$ cat config.mk
export PLATFORM = sky130hd
export DESIGN_NAME = button_event_decoder
export DESIGN_NICKNAME = d
export VERILOG_FILES = /design/src/rtl/button_pkg.sv /design/src/rtl/hold_timer.sv /design/src/rtl/button_event_decoder.sv
export SDC_FILE = /design/constraint.sdc
export NUM_CORES = 1
export LEC_CHECK = 0
export CORE_ASPECT_RATIO = 1.75
export CORE_UTILIZATION = 30
export CTS_BUF_LIST = sky130_fd_sc_hd__clkbuf_8
export DETAILED_ROUTE_END_ITERATION = 8
export DONT_BUFFER_PORTS = 1
export SETUP_SLACK_MARGIN = 0.05
export SYNTH_ARGS = -nofsm -noshare
export SYNTH_HDL_FRONTEND = slang
export SYNTH_SLANG_ARGS = --single-unit
export TNS_END_PERCENT = 10
$ cat constraint.sdc
create_clock -name clk -period 2.4 [get_ports clk]
set_clock_uncertainty 0.05 [all_clocks]
set_input_delay 0.36 -clock clk [delete_from_list [all_inputs] [get_ports clk]]
set_output_delay 0.36 -clock clk [all_outputs]
set_load 0.02 [all_outputs]
$ cat src/rtl/button_pkg.sv
// Shared definitions for the button event decoder: FSM state encoding and
// default timing constants.
package button_pkg;

  // Decoder FSM states, 2-bit encoding
  typedef enum logic [1:0] {
    IDLE    = 2'd0,
    PRESSED = 2'd1,
    LONG    = 2'd2,
    REPEAT  = 2'd3
  } btn_state_e;

  localparam int LONG_CYCLES_DEF   = 8;
  localparam int REPEAT_CYCLES_DEF = 4;

endpackage : button_pkg

$ cat src/rtl/hold_timer.sv
// Hold-duration counter: synchronous clear, count enable, and a compare
// against a terminal-count value. Holds at the terminal count rather than
// running past it, so the count can never wrap.
module hold_timer #(
  parameter int CNT_W = 18
) (
  input  logic             clk,
  input  logic             reset_n,
  input  logic             i_clear,
  input  logic             i_enable,
  input  logic [CNT_W-1:0] i_tc_value,
  output logic             o_tc
);

  logic [CNT_W-1:0] r_count;
  logic             w_tc;

  assign w_tc = (r_count == i_tc_value);
  assign o_tc = w_tc;

  // Count up while enabled; clear has priority; saturate at terminal count
  always_ff @(posedge clk or negedge reset_n) begin
    if (!reset_n) begin
      r_count <= '0;
    end else if (i_clear) begin
      r_count <= '0;
    end else if (i_enable && !w_tc) begin
      r_count <= r_count + 1'b1;
    end
  end

endmodule : hold_timer

$ cat src/rtl/button_event_decoder.sv
// Button event decoder: turns a debounced button level into press, release,
// long-press and auto-repeat pulses. All outputs are registered.
// Build option: define AUTO_REPEAT_EN to include the REPEAT state and
// repeat_pulse generation; otherwise repeat_pulse is tied low and the FSM
// parks in LONG until release.
//
// state   | meaning
// IDLE    | button released, waiting for a press edge
// PRESSED | held, counting toward the long-press threshold
// LONG    | long press reported, waiting for first repeat (or release)
// REPEAT  | auto-repeating every REPEAT_CYCLES while held
module button_event_decoder
  import button_pkg::*;
#(
  parameter int LONG_CYCLES   = LONG_CYCLES_DEF,
  parameter int REPEAT_CYCLES = REPEAT_CYCLES_DEF,
  parameter int CNT_W         = 18
) (
  input  logic clk,
  input  logic reset_n,
  input  logic button_state,
  output logic press_pulse,
  output logic release_pulse,
  output logic long_pulse,
  output logic repeat_pulse,
  output logic held
);

  localparam logic [CNT_W-1:0] LONG_TC   = CNT_W'(LONG_CYCLES - 1);
  localparam logic [CNT_W-1:0] REPEAT_TC = CNT_W'(REPEAT_CYCLES - 1);

  btn_state_e       r_state;
  btn_state_e       w_state_nxt;
  logic             r_btn_q;
  logic             r_press, r_release, r_long, r_repeat, r_held;
  logic             w_press, w_release, w_long, w_repeat;
  logic             w_rise, w_fall;
  logic             w_clear, w_enable, w_tc;
  logic [CNT_W-1:0] w_tc_value;

  assign w_rise     = button_state & ~r_btn_q;
  assign w_fall     = ~button_state & r_btn_q;
  assign w_tc_value = (r_state == PRESSED) ? LONG_TC : REPEAT_TC;

  hold_timer #(
    .CNT_W(CNT_W)
  ) u_hold_timer (
    .clk       (clk),
    .reset_n   (reset_n),
    .i_clear   (w_clear),
    .i_enable  (w_enable),
    .i_tc_value(w_tc_value),
    .o_tc      (w_tc)
  );

  // State, input history and registered outputs
  always_ff @(posedge clk or negedge reset_n) begin
    if (!reset_n) begin
      r_state   <= IDLE;
      r_btn_q   <= 1'b0;
      r_press   <= 1'b0;
      r_release <= 1'b0;
      r_long    <= 1'b0;
      r_repeat  <= 1'b0;
      r_held    <= 1'b0;
    end else begin
      r_state   <= w_state_nxt;
      r_btn_q   <= button_state;
      r_press   <= w_press;
      r_release <= w_release;
      r_long    <= w_long;
      r_repeat  <= w_repeat;
      r_held    <= (w_state_nxt != IDLE);
    end
  end

  // Next state, pulse requests and timer control; release beats any threshold
  always_comb begin
    w_state_nxt = r_state;
    w_press     = 1'b0;
    w_release   = 1'b0;
    w_long      = 1'b0;
    w_repeat    = 1'b0;
    w_clear     = 1'b0;
    w_enable    = 1'b0;
    case (r_state)
      IDLE: begin
        if (w_rise) begin
          w_press     = 1'b1;
          w_clear     = 1'b1;
          w_state_nxt = PRESSED;
        end
      end
      PRESSED: begin
        if (w_fall) begin
          w_release   = 1'b1;
          w_clear     = 1'b1;
          w_state_nxt = IDLE;
        end else if (w_tc) begin
          w_long      = 1'b1;
          w_clear     = 1'b1;
          w_state_nxt = LONG;
        end else begin
          w_enable    = 1'b1;
        end
      end
      LONG: begin
        if (w_fall) begin
          w_release   = 1'b1;
          w_clear     = 1'b1;
          w_state_nxt = IDLE;
        end
`ifdef AUTO_REPEAT_EN
        else if (w_tc) begin
          w_repeat    = 1'b1;
          w_clear     = 1'b1;
          w_state_nxt = REPEAT;
        end else begin
          w_enable    = 1'b1;
        end
`endif
      end
`ifdef AUTO_REPEAT_EN
      REPEAT: begin
        if (w_fall) begin
          w_release   = 1'b1;
          w_clear     = 1'b1;
          w_state_nxt = IDLE;
        end else if (w_tc) begin
          w_repeat    = 1'b1;
          w_clear     = 1'b1;
        end else begin
          w_enable    = 1'b1;
        end
      end
`endif
      default: begin
        w_clear     = 1'b1;
        w_state_nxt = IDLE;
      end
    endcase
  end

  assign press_pulse   = r_press;
  assign release_pulse = r_release;
  assign long_pulse    = r_long;
  assign held          = r_held;
`ifdef AUTO_REPEAT_EN
  assign repeat_pulse  = r_repeat;
`else
  assign repeat_pulse  = 1'b0;
`endif

endmodule : button_event_decoder

==> out/qor.yml, run 1 <==
holdPathStages: 0
synthCells: 135
setup_tns_ps: 0
slew_violations: 0
finalCritPeriodShare_pct: 92.2
outcome: "complete, no violations"
ant_nets: 0
synthFlopType: "dfrtp_1"
p_int_uw: 680
portBuffers: 0
wire_per_inst_um: 14.2
synth_fp_nets: 143
tightestPinTransition_ps: 604
final_nets: 146
setup_viol: 0
critPathArrivalTime_ps: 2360
p_leak_nw: 0.610
drc: 0
diodes: 0
endpoint_kind: "register"
grt_antenna_before_repair: 0
slew_headroom_pct: 59.4
row_count: 31
async_flop_share_pct: 100
synthToLayoutAreaGrowth_pct: 8.80
min_path_type: "in -> reg"
dieWidth_um: 51.9
drtPass1Iterations: 3
viasPerCell: 5.32
ir_drop_mv: 0.347
synth_top_area_share_pct: 47.8
ys_types: 38
cts_tree: "built"
drtIter0Drc: 6
drt_wl_total_mm: 2.65
dp_slack_ps: 150
r2r-end: "u_hold_timer.r_count[12]$_DFFE_PN0P_"
avgSynthCellArea_um2: 9.69
synth_edf_count: 0
wl_met3_um: 44
num-fill-cells: 410
setup_ws_ps: 188
place_congestion: 0.793
yosys-top-cells-area: "dfrtp_1, nor2_1, ha_1"
cts.clk_slew.worst_paths_ps: 90
clk_path_buf_depth: 2
grt_overflow: 0
p_sw_share_pct: 34.3
clkPwrFrac_pct: 23.9
post_route_cells_drive_above_1_share_pct: 8.03
syn_area_um2: 1310
grt_pass1_vias: 1004
initial_core_util_pct: 31.5
ys_ff_latch: 25
wl_met1_mm: 1.06
hold_path.startpoint: "button_state"
die_area_um2: 4640
path_max_fanout: 12
crit_type: "reg -> reg"
rsz0062_at_grt: "false"
vias: 989
grt_max_degree: 26
cts_setup_buffers: 0
post-dp-hpwl_mm: 2.01
top_layer: "met4"
cts_htree_levels: 1
holdPathEnd: "r_btn_q$_DFF_PN0_"
r2r-start: "r_state[1]$_DFF_PN0_"
fin_crit_ps: 2210
cts_made_buffers: 3
die_h_um: 89.4
p_seq_share_pct: 50.1
power_density_nw_per_um2: 727
cp-start-kind: "register"
p_comb_share_pct: 26.1
max_freq_mhz: 452
yosys_warnings: 0
pin_count: 8
track_usage_pct: 12.9
reg2reg_slack_ps: 190
dr_wl_met2_mm: 1.50
synthTopCellsByCount: "dfrtp_1, nor2_1, a21oi_1, nand3_1, xnor2_1"
grt_pass1_wl_mm: 4.53
switching_power_uw: 356
post-synth-top-count-cell: "dfrtp_1"
hold_viol: 0
maxCapViolations: 0
clock_latency_ps: 270
crit_required_ps: 2540
root_buffer: "clkbuf_8"
yosysTopAreaCell: "dfrtp_1"
synth_seq_area_share_pct: 47.8
coreArea_um2: 4150
ff2ff_path_depth: 7
numClockSinks: 25
==> power by group through the flow <==
stage	Clock [mW]	Combinational, mW	Sequential (mW)
2_1_floorplan	0	0.216	0.516
6_report	0.247	0.270	0.518
4_1_cts	0.255	0.271	0.519
3_5_place_dp	0	0.255	0.528
3_3_place_gp	0	0.245	0.524
5_1_grt	0.274	0.300	0.528
==> what timing repair did <==
item | 4_1_cts | 5_1_grt
endpoints found under the setup margin | 0 | 3
gates resized for setup | 0 | 1
hold buffers | 2 | 0
hold endpoints to repair | 25 | 0
==> layout by cell type, fill, tap and decap left out, types with 2 or more instances in the layout <==
| master | netlist | final |
|---|---|---|
| dfrtp_1 | 25 | 25 |
| nor2_1 | 19 | 19 |
| a21oi_1 | 8 | 8 |
| nand3_1 | 8 | 8 |
| xnor2_1 | 7 | 7 |
| inv_1 | 5 | 6 |
| xor2_1 | 6 | 6 |
| nand2_1 | 5 | 5 |
| nand4_1 | 5 | 5 |
| nor4_1 | 4 | 4 |
| ha_1 | 5 | 4 |
| nor3_1 | 3 | 3 |
| o31ai_1 | 3 | 3 |
| or4_1 | 3 | 3 |
| clkbuf_8 | 0 | 3 |
| nand2b_1 | 2 | 2 |
| a211oi_1 | 2 | 2 |
| and4_1 | 2 | 2 |
| o21ai_0 | 2 | 2 |
==> worst max-delay path by stage <==
stage	startpoint	to	slack [ps]	cells after the start
after global routing	r_state[1]$_DFF_PN0_	u_hold_timer.r_count[10]$_DFFE_PN0P_	90	7
after CTS	r_state[1]$_DFF_PN0_	u_hold_timer.r_count[10]$_DFFE_PN0P_	120	7
after detailed placement	r_state[1]$_DFF_PN0_	u_hold_timer.r_count[10]$_DFFE_PN0P_	150	7
after global placement	r_state[1]$_DFF_PN0_	u_hold_timer.r_count[10]$_DFFE_PN0P_	230	7
after floorplan	r_state[1]$_DFF_PN0_	u_hold_timer.r_count[12]$_DFFE_PN0P_	350	8
final	r_state[1]$_DFF_PN0_	u_hold_timer.r_count[12]$_DFFE_PN0P_	190	7
==> routing by layer <==
layer | global-route usage (%) | vias to the layer above
met5 | 0 | -
met1 | 13.9 | 494
li1 | - | 479
met4 | 4.67 | 0
met2 | 24.6 | 12
met3 | 2.04 | 4
==> metrics by stage <==
step / total power, mW / cells / instance area [um2] / utilization, % / hold WS (ps)
after floorplan: 0.732 / 135 / 1310 / - / 14.4
after global placement: 0.769 / 180 / 1350 / 32.4 / 15.3
after detailed placement: 0.783 / 180 / 1350 / 32.4 / 15.3
after CTS: 1.04 / 186 / 1420 / 34.2 / 55.8
after global routing: 1.10 / 186 / 1420 / 34.3 / 42.8
final: 1.04 / 186 / 1420 / 34.3 / 58.1
==> critical path: stages, from the launching register on <==
cell and delay (ps):
dfrtp_1 440, inv_1 110, ha_2 250, xnor2_1 100, and4_4 180, a21o_1 300, or4_1 550, a21oi_1 160
==> cell type report <==
type,count,area [um2],share of cell area (%)
timing repair buffer,3,37.5,2.64
inverter,5,18.8,1.32
tap,49,61.3,4.31
clock buffer,3,41.3,2.90
clock inverter,1,3.75,0.264
sequential,25,626,43.9
multi-input combinational,100,636,44.6
==> kinds of logic (layout without fill, tap and decap cells) <==
group	count (synthesis)	count (layout)	synth area share, %
xor gates and xnor gates	13	13	8.70
buffers and inverters	10	12	3.82
AOI/OAI and AO/OA	19	19	8.80
muxes	1	1	0.765
and+or+nand+nor	61	61	25.0
adders and majority gates	5	5	4.78
DFF	25	25	47.8
other	1	1	0.287
==> sequential cells by signal, indices dropped and copies added, names as in the netlist <==
register	flops
release_pulse	1
r_btn_q	1
u_hold_timer.r_count	18
held	1
long_pulse	1
r_state	2
press_pulse	1
No activity file was read; power rests on OpenSTA's default activity.
==> run 2: changes to the inputs <==
Settings changed: ABC_CLOCK_PERIOD_IN_PS set to 2400, SLEW_MARGIN set to 0.
==> results of run 2 <==
Same layout as run 1: the final DEF is identical, and so are final timing and power.
==> run 3: changes to the inputs <==
Settings changed: SLEW_MARGIN 0 to 40.
==> results of run 3 <==
Same layout as run 1: the final DEF is identical, and so are final timing and power.
